File: config.mk
export PLATFORM = sky130hd
export DESIGN_NAME = traffic_light_ctrl
export DESIGN_NICKNAME = d
export VERILOG_FILES = /design/src/rtl/traffic_pkg.sv /design/src/rtl/sec_tick_sync.sv /design/src/rtl/traffic_light_ctrl.sv
export SDC_FILE = /design/constraint.sdc
export NUM_CORES = 1
export LEC_CHECK = 0
export CORE_ASPECT_RATIO = 0.6
export CORE_UTILIZATION = 57
export DETAILED_ROUTE_END_ITERATION = 10
export HOLD_SLACK_MARGIN = 0.12
export PLACE_DENSITY = 0.93
export SLEW_MARGIN = 25
export SYNTH_ARGS = -nofsm -noshare
export SYNTH_HDL_FRONTEND = slang
export SYNTH_SLANG_ARGS = --single-unit
File: constraint.sdc
create_clock -name clk_50MHz -period 7.38 [get_ports clk_50MHz]
set_clock_uncertainty 0.15 [all_clocks]
set_input_delay 1.476 -clock clk_50MHz [delete_from_list [all_inputs] [get_ports clk_50MHz]]
set_output_delay 1.476 -clock clk_50MHz [all_outputs]
set_load 0.02 [all_outputs]
File: src/rtl/traffic_pkg.sv
// Shared types and light encodings for the two-way intersection controller.
package traffic_pkg;

  typedef enum logic [2:0] {
    NS_GREEN,
    NS_YELLOW,
    ALLRED_A,
    EW_GREEN,
    EW_YELLOW,
    ALLRED_B,
    FLASH
  } state_t;

  // Lights are {R,Y,G}
  localparam logic [2:0] L_RED = 3'b100;
  localparam logic [2:0] L_YEL = 3'b010;
  localparam logic [2:0] L_GRN = 3'b001;
  localparam logic [2:0] L_OFF = 3'b000;

endpackage

File: src/rtl/sec_tick_sync.sv
// Brings the 1 Hz divider output into the system clock domain and emits a
// single-cycle tick on each rising edge.
module sec_tick_sync (
  input  logic clk_50MHz,
  input  logic reset,
  input  logic clk_1Hz,
  output logic tick
);

  logic s1, s2, s3;

  // Reset to 1 so a high clk_1Hz level after reset never looks like an edge.
  always_ff @(posedge clk_50MHz or negedge reset) begin
    if (!reset) begin
      s1 <= 1'b1;
      s2 <= 1'b1;
      s3 <= 1'b1;
    end else begin
      s1 <= clk_1Hz;
      s2 <= s1;
      s3 <= s2;
    end
  end

  assign tick = s2 & ~s3;

endmodule

File: src/rtl/traffic_light_ctrl.sv
// NS/EW intersection sequencer with per-second countdown, pedestrian
// green-shortening and flashing-yellow maintenance mode.
module traffic_light_ctrl
  import traffic_pkg::*;
#(
  parameter int unsigned GREEN_SEC  = 10,
  parameter int unsigned YELLOW_SEC = 3,
  parameter int unsigned ALLRED_SEC = 1,
  parameter int unsigned PED_SEC    = 3,
  parameter int unsigned CNT_W      = 8
) (
  input  logic             clk_50MHz,
  input  logic             reset,
  input  logic             clk_1Hz,
  input  logic             enable,
  input  logic             ped_req,
  output logic [2:0]       ns_light,
  output logic [2:0]       ew_light,
  output logic [CNT_W-1:0] remain_sec,
  output logic             ped_pend
);

  if (GREEN_SEC < 1 || YELLOW_SEC < 1 || ALLRED_SEC < 1) begin : g_bad_duration
    $error("phase durations must be at least one second");
  end
  if (PED_SEC < 1 || PED_SEC >= GREEN_SEC) begin : g_bad_ped
    $error("PED_SEC must be in [1, GREEN_SEC)");
  end
  if (GREEN_SEC >= 2**CNT_W || YELLOW_SEC >= 2**CNT_W || ALLRED_SEC >= 2**CNT_W) begin : g_bad_w
    $error("CNT_W too narrow for the longest phase");
  end

  state_t state;
  logic   flash_ph;
  logic   tick;
  logic   is_green;

  sec_tick_sync u_sec_tick_sync (
    .clk_50MHz(clk_50MHz),
    .reset    (reset),
    .clk_1Hz  (clk_1Hz),
    .tick     (tick)
  );

  assign is_green = (state == NS_GREEN) || (state == EW_GREEN);

  always_ff @(posedge clk_50MHz or negedge reset) begin
    if (!reset) begin
      state      <= NS_GREEN;
      remain_sec <= CNT_W'(GREEN_SEC);
      ns_light   <= L_GRN;
      ew_light   <= L_RED;
      ped_pend   <= 1'b0;
      flash_ph   <= 1'b0;
    end else if (!enable) begin
      // Maintenance mode wins over any tick in the same cycle.
      state      <= FLASH;
      remain_sec <= '0;
      ped_pend   <= 1'b0;
      if (state != FLASH) begin
        flash_ph <= 1'b0;
        ns_light <= L_OFF;
        ew_light <= L_OFF;
      end else if (tick) begin
        flash_ph <= ~flash_ph;
        ns_light <= flash_ph ? L_OFF : L_YEL;
        ew_light <= flash_ph ? L_OFF : L_YEL;
      end
    end else if (state == FLASH) begin
      state      <= ALLRED_B;
      remain_sec <= CNT_W'(ALLRED_SEC);
      ns_light   <= L_RED;
      ew_light   <= L_RED;
      flash_ph   <= 1'b0;
    end else begin
      ped_pend <= ped_pend | ped_req;
      if (tick) begin
        if (remain_sec == CNT_W'(1)) begin
          case (state)
            NS_GREEN: begin
              state      <= NS_YELLOW;
              remain_sec <= CNT_W'(YELLOW_SEC);
              ns_light   <= L_YEL;
              ew_light   <= L_RED;
              ped_pend   <= 1'b0;
            end
            NS_YELLOW: begin
              state      <= ALLRED_A;
              remain_sec <= CNT_W'(ALLRED_SEC);
              ns_light   <= L_RED;
              ew_light   <= L_RED;
            end
            ALLRED_A: begin
              state      <= EW_GREEN;
              remain_sec <= CNT_W'(GREEN_SEC);
              ns_light   <= L_RED;
              ew_light   <= L_GRN;
            end
            EW_GREEN: begin
              state      <= EW_YELLOW;
              remain_sec <= CNT_W'(YELLOW_SEC);
              ns_light   <= L_RED;
              ew_light   <= L_YEL;
              ped_pend   <= 1'b0;
            end
            EW_YELLOW: begin
              state      <= ALLRED_B;
              remain_sec <= CNT_W'(ALLRED_SEC);
              ns_light   <= L_RED;
              ew_light   <= L_RED;
            end
            default: begin
              state      <= NS_GREEN;
              remain_sec <= CNT_W'(GREEN_SEC);
              ns_light   <= L_GRN;
              ew_light   <= L_RED;
            end
          endcase
        end else if (is_green && (ped_pend || ped_req) &&
                     ((remain_sec - CNT_W'(1)) > CNT_W'(PED_SEC))) begin
          remain_sec <= CNT_W'(PED_SEC);
        end else begin
          remain_sec <= remain_sec - CNT_W'(1);
        end
      end
    end
  end

endmodule

==> key figures, run 1 <==
Run status
  – Run status: complete, no violations

Finish
  – Commonest non-fill, non-tap cell in the layout: nand2_1
  – Post-layout net count: 176
  – Antenna Cells: 0
  – Layout area overhead: 19.3%
  – Most frequent cells in the layout: nand2_1 (22), clkdlybuf4s50_1 (18), dfrtp_1 (15), nor2_1 (13), a21oi_1 (9)
  – Share of cells above drive strength 1: 10.8%
  – Filler Cell Count: 171
  – Final instance area: 0.00160 sq mm

Place
  – PortBufs: 19
  – GP Congestion: 0.916
  – Dpl hpwl: 2.21 mm
  – Dpl ws: 3.85 ns
  – Placed instance area: 0.00153 sq mm

Floorplanning
  – Width of the die: 64.6 um
  – Die ar.: 0.00255 sq mm
  – I/O pin cnt: 20
  – Std-Cell Rows: 13
  – Core Region: 0.00220 sq mm
  – Die height: 39.5 um
  – Initial Util: 61.0%

Worst setup path
  – CP arrival: 3.38 ns
  – Worst setup path category: in -> reg
  – Endpoint type of the worst setup path: flop
  – Critical path launch point type: primary input
  – Worst Path Max Fanout: 14
  – Worst EP required: 7.43 ns

Logic synthesis
  – Syn. warnings: 0
  – Syn nets: 161
  – Synthesized instance count: 153
  – Synth Cell Area: 0.00134 sq mm
  – Synth top area cells: dfrtp_1 (28%), dfstp_2 (14%), nand2_1 (6.2%)
  – Area leader, netlist: dfrtp_1
  – Count of flip-flops with a built-in enable after synthesis: 0
  – Synthesized flop and latch total: 22
  – Mapped Avg Cell Area: 8.75 sq um
  – Ys async rst share: 100%
  – Area share of the largest cell type after synthesis: 28.0%
  – Seq/Total Area, Yosys: 41.8%
  – Synth Flop Type: dfrtp_1
  – Yosys cell types: 49

Global routing
  – Initial antenna violation count: 0
  – Total Routing Usage GR: 27.9%
  – First-pass GRT wire length: 5.15 mm
  – Vias in the first global route: 1055
  – Overflow after GRT: 0
  – Largest net degree at the start of global routing: 23

Detailed routing
  – WL/cell: 16.9 um
  – DR vias/cell: 6.38
  – DR pass1 iterations: 4
  – Drc violations: 0
  – DRT Wirelength: 3.32 mm
  – Vias: 1257
  – Detail Route Antenna Nets: 0
  – Initial DRC count: 111

STA
  – Max_slew headroom: 62.0%
  – Slew Limit Fails: 0
  – Final worst-path cycle share: 45.2%
  – Final worst slack: 4.05 ns
  – Final hold violations: 0
  – # setup viols final: 0
  – Total negative setup slack: 0 ns
  – Min Tclk post-route: 3.33 ns
  – Max Freq: 300 MHz
  – Actual slew at the worst max-slew pin: 0.567 ns
  – RSZ-0062 raised after global routing: no

Clocking
  – CTS buffer count: 3
  – Post-CTS Hold Fix Bufs: 0
  – Latest clock arrival within the worst-skew pair: 0.26 ns
  – Clock tree buffer depth: 2
  – CTS clk-pin slew, worst paths: 0.08 ns
  – Post-CTS setup buffers: 0
  – CTS tree: built
  – H-tree Lvls: 1
  – Root Driver: clkbuf_8
  – CTS resizes: 0
  – Clock net sink count: 22

Pwr
  – Power per cell area: 291 mW/mm^2
  – Leak: 0.626 nW
  – VDD IR-drop max: 152 uV

Min path
  – Worst min-delay path class: reg -> reg

Run
  – Max_cap viols: 0
state kept, by name, indices dropped and copies added (netlist names):
register / count
u_sec_tick_sync.s1: 1
remain_sec: 8
u_sec_tick_sync.s2: 1
state: 3
ns_light: 3
ped_pend: 1
flash_ph: 1
u_sec_tick_sync.s3: 1
ew_light: 3
stage by stage:
stage | total power [W] | hold slack [ns] | utilization (%) | std cells
2_1_floorplan | 0.000288 | 0.195 | - | 153
3_3_place_gp | 0.000340 | 0.198 | 69.7 | 193
3_5_place_dp | 0.000348 | 0.199 | 69.7 | 193
4_1_cts | 0.000463 | 0.211 | 73.0 | 197
5_1_grt | 0.000490 | 0.221 | 72.8 | 197
6_report | 0.000466 | 0.209 | 72.8 | 197
cell families (layout without fill, tap and decap cells):
family                   count (synthesis)  count (layout)  share of synthesized area [%]
buffers and inverters                   13              27                           3.74
flip-flops                              22              22                           41.8
adder cells (fa/ha/maj)                  3               3                           2.80
multiplexers                             1               1                          0.748
XOR/XNOR                                 3               3                           1.96
AO/OA/AOI/OAI                           45              45                           23.7
AND/OR/NAND/NOR                         66              66                           25.2
layer usage:
layer  up-vias  global-route usage (%)  part of all wire [%]
met3         2                    5.52                   9.9
met5         -                       0                     0
met2        80                    42.9                    45
met4         0                    9.44                  0.39
li1        586                       -                     -
met1       589                    39.5                    44
critical path, stage by stage:
cell and delay, ns:
clkdlybuf4s50_1 0.75, nand2_1 0.30, or4_1 0.58, nor3_1 0.14, a21o_1 0.12
worst paths after layout:
check | from | endpoint | slack (ns) | cells after the start
setup / recovery | enable | remain_sec[6] | 4.05 | 5
hold / removal | u_sec_tick_sync.s1 | u_sec_tick_sync.s2 | 0.21 | 0
setup reg to reg | remain_sec[1] | remain_sec[3] | 4.65 | 8
hold reg to reg | u_sec_tick_sync.s1 | u_sec_tick_sync.s2 | 0.21 | 0
max in group asynchronous | reset | u_sec_tick_sync.s3 | 5.71 | 1
min in group asynchronous | reset | remain_sec[2] | 1.02 | 1
area by class of cell:
class / count / area, sq um / area share, %
Sequential cell: 22 / 559 / 35.0
Timing Repair Buffer: 19 / 185 / 11.6
Multi-Input combinational cell: 118 / 729 / 45.7
Clock buffer: 3 / 41.3 / 2.58
Inverter: 4 / 15.0 / 0.940
Tap cell: 30 / 37.5 / 2.35
Clock inverter: 1 / 30.0 / 1.88
Yosys cell counts, types with 2 or more instances:
| cell | count |
|---|---|
| a211oi_1 | 3 |
| dfrtp_1 | 15 |
| o221ai_1 | 3 |
| clkbuf_1 | 7 |
| or4b_1 | 2 |
| nor4_1 | 2 |
| nand3b_1 | 3 |
| nand2_1 | 22 |
| a21oi_1 | 9 |
| nor2_1 | 13 |
| o31ai_1 | 4 |
| nand3_1 | 3 |
| ha_1 | 3 |
| or3_1 | 2 |
| dfstp_2 | 7 |
| o211ai_1 | 2 |
| nor3_1 | 6 |
| xnor2_1 | 3 |
| inv_1 | 4 |
| nand2b_1 | 2 |
| nor2b_1 | 3 |
| o21ai_0 | 8 |
where the power goes:
| group | total [W] | internal, W | leakage [nW] | switching [W] |
|---|---|---|---|---|
| clock network | 0.000112 | 0.0000725 | 0.0357 | 0.0000400 |
| registers | 0.000168 | 0.000140 | 0.266 | 0.0000278 |
| logic | 0.000185 | 0.0000757 | 0.324 | 0.000110 |
Power figures use the tool's default switching activity.
==> run 2, diff against run 1 <==
--- a/config.mk
+++ b/config.mk
@@ -6,10 +6,10 @@
 export NUM_CORES = 1
 export LEC_CHECK = 0
 export CORE_ASPECT_RATIO = 0.6
-export CORE_UTILIZATION = 57
+export CORE_UTILIZATION = 53
 export DETAILED_ROUTE_END_ITERATION = 10
 export HOLD_SLACK_MARGIN = 0.12
-export PLACE_DENSITY = 0.93
+export PLACE_DENSITY = 0.88
 export SLEW_MARGIN = 25
 export SYNTH_ARGS = -nofsm -noshare
 export SYNTH_HDL_FRONTEND = slang
==> constraint.sdc (replaced) <==
create_clock -name clk_50MHz -period 3.3 [get_ports clk_50MHz]
set_clock_uncertainty 0.15 [all_clocks]
set_input_delay 0.66 -clock clk_50MHz [delete_from_list [all_inputs] [get_ports clk_50MHz]]
set_output_delay 0.66 -clock clk_50MHz [all_outputs]
set_load 0.02 [all_outputs]
==> run 2 against run 1 <==
Net effect:
- total power grew 110%
- first-iteration DRC count is 16% higher
- global-route usage fell by 1.3 points
- register-to-register slack got worse by 4.1 ns
- count of clock-buffer cells in the layout rose by 1
- via count is the same
- utilization shrank 3.8 points
- cell count stayed put
- hold slack got worse by 0.014 ns
- clock power is 53% higher
- wire length fell by 2.3%
- critical path depth rose by 3
- largest cell class unchanged
- highest routed layer unchanged
==> key figures, run 2 (synthesized netlist as in run 1, its figures left out) <==
Floorplanning
  – Width of the die: 66.9 um (+3.6%)
  – Core Region: 0.00228 sq mm (+3.7%)
  – Die ar.: 0.00274 sq mm (+7.2%)
  – Die height: 40.9 um (+3.5%)
  – Initial Util: 58.8% (-2.2 points)
  – Std-Cell Rows: 13 (unchanged)
  – I/O pin cnt: 20 (unchanged)

Detailed routing
  – Vias: 1257 (unchanged)
  – Drc violations: 0 (unchanged)
  – Initial DRC count: 129 (+16%)
  – Detail Route Antenna Nets: 0 (unchanged)
  – DRT Wirelength: 3.24 mm (-2.3%)
  – WL/cell: 16.5 um (-2.3%)
  – DR pass1 iterations: 5 (+1)
  – DR vias/cell: 6.38 (unchanged)

Finish
  – Multi-input logic area: 729 sq um (unchanged)
  – Antenna Cells: 0 (unchanged)
  – Commonest non-fill, non-tap cell in the layout: nand2_1
  – Post-layout net count: 176 (unchanged)
  – Most frequent cells in the layout: nand2_1 (22), clkdlybuf4s50_1 (18), dfrtp_1 (15), nor2_1 (13), a21oi_1 (9)
  – Max reg flops: 8 (unchanged)
  – Filler Cell Count: 173 (+1.2%)
  – Layout area overhead: 17.4%
  – Sequential Area: 559 sq um (unchanged)
  – Finished Core Util: 69.0% (-3.8 points)
  – Share of cells above drive strength 1: 10.2% (-0.60 points)
  – Most flop-heavy register: remain_sec

Run
  – Max_cap viols: 0 (unchanged)

Worst setup path
  – Worst Path Max Fanout: 8 (-6)
  – Worst EP required: 3.34 ns (-4.09 ns)
  – Top delay family on crit path: compound AO/OA/AOI/OAI gates
  – Critical path launch point type: flop
  – Endpoint type of the worst setup path: flop
  – Largest stage delay, worst path: 0.59 ns (-0.16 ns)
  – WP buf/inv: 1 (unchanged)
  – Worst setup path category: reg -> reg
  – Critical-path cell list: inv_1 -> ha_1 -> o21bai_1 -> a211oi_1 -> a21oi_1 -> o41a_1 -> a2111o_1 -> a21oi_2
  – Slowest cell on crit path: dfstp_2
  – CP arrival: 2.80 ns (-0.58 ns)

Clocking
  – CTS clk-pin slew, worst paths: 0.08 ns (about the same)
  – Latest clock arrival within the worst-skew pair: 0.27 ns (about the same)
  – H-tree Lvls: 1 (unchanged)
  – Post-CTS setup buffers: 0 (unchanged)
  – Post-CTS Hold Fix Bufs: 0 (unchanged)
  – CTS resizes: 0 (unchanged)
  – CTS buffer count: 3 (unchanged)
  – Clock net sink count: 22 (unchanged)
  – CTS tree: built
  – Root Driver: clkbuf_8
  – Clock tree buffer depth: 2 (unchanged)

Global routing
  – Initial antenna violation count: 0 (unchanged)
  – Vias in the first global route: 1065 (+0.95%)
  – Overflow after GRT: 0 (unchanged)
  – Total Routing Usage GR: 26.6% (-1.3 points)
  – Largest net degree at the start of global routing: 23 (unchanged)
  – First-pass GRT wire length: 5.10 mm (-1.1%)

STA
  – # setup viols final: 0 (unchanged)
  – Final worst-path cycle share: 83.7%
  – Actual slew at the worst max-slew pin: 0.562 ns (-0.00530 ns)
  – Total negative setup slack: 0 ns (unchanged)
  – Max_slew headroom: 62.4% (+0.42 points)
  – Final hold violations: 0 (unchanged)
  – Slew Limit Fails: 0 (unchanged)
  – Min Tclk post-route: 2.76 ns
  – Max Freq: 362 MHz
  – RSZ-0062 raised after global routing: no

Min path
  – Worst min-delay path class: in -> async

Pwr
  – Int Pwr: 0.000569 W (+97%)
  – Power per cell area: 612 mW/mm^2 (+110%)
  – Leak: 0.613 nW (-2.1%)
  – Comb power frac: 43.2% (+3.4 points)
  – Clock Power Share: 17.8% (-6.3 points)
  – Switching portion of total power: 40.8% (+2.7 points)
  – Switching power: 0.000393 W (+120%)
  – Seq pwr share: 39.0% (+3.0 points)
  – VDD IR-drop max: 300 uV (+97%)

Place
  – PortBufs: 19 (unchanged)
  – Dpl hpwl: 2.25 mm (+1.9%)
  – GP Congestion: 0.902 (-1.5%)

Run status
  – Run status: complete, no violations
[run 2: cell count changes in the layout (fill, tap and decap cells not counted)]
cell | previous run | this run
clkbuf_1 | 0 | 1
bufinv_16 | 1 | 0
[run 2: final timing paths]
check                              startpoint            endpoint  slack, ns  depth (start not counted)
max in group asynchronous               reset       remain_sec[3]       2.44                          1
min in group clk_50MHz     u_sec_tick_sync.s1  u_sec_tick_sync.s2       0.21                          0
setup / recovery                remain_sec[1]       remain_sec[3]       0.54                          8
setup reg to reg                remain_sec[1]       remain_sec[3]       0.54                          8
hold reg to reg            u_sec_tick_sync.s1  u_sec_tick_sync.s2       0.21                          0
hold / removal                          reset            flash_ph       0.20                          1
[run 2: power by group through the flow]
| stage | sequential (W) | combinational (W) | clock [W] |
|---|---|---|---|
| after CTS | 0.000373 | 0.000406 | 0.000174 |
| after detailed placement | 0.000378 | 0.000398 | 0 |
| final | 0.000375 | 0.000416 | 0.000171 |
| after global placement | 0.000372 | 0.000392 | 0 |
| after floorplan | 0.000389 | 0.000256 | 0 |
| after global routing | 0.000384 | 0.000445 | 0.000184 |
[run 2: layout make-up]
cell class | count | area share, %
clock buffer | 4 | 2.87
inverter | 4 | 0.955
multi-input combinational | 118 | 46.4
sequential | 22 | 35.6
tap | 30 | 2.39
timing repair buffer | 19 | 11.8
[run 2: worst reg2reg max path, delay by kind of cell, from the launching register on]
kind            cells  cell delay, ns
compound gates      6            1.58
flops               1            0.59
fa+ha+maj           1            0.28
buf+inv             1            0.10
[run 2: per-layer routing]
metal | wire length (um) | vias to the layer above | GRT usage, %
li1 | - | 588 | -
met5 | 0 | - | 0
met2 | 1390 | 88 | 38.4
met3 | 314 | 10 | 6.39
met1 | 1480 | 571 | 38.1
met4 | 63 | 0 | 11.7
[run 2: through the flow]
step                hold WS (ns)  cell area, sq um  cells  setup slack, ns  power [W]
detailed placement         0.198              1530    193            0.562   0.000776
finish                     0.195              1570    197            0.538   0.000961
global placement           0.197              1530    193            0.648   0.000764
global route               0.217              1570    197            0.381    0.00101
floorplan                  0.195              1340    153            0.735   0.000645
CTS                        0.212              1580    197            0.570   0.000954
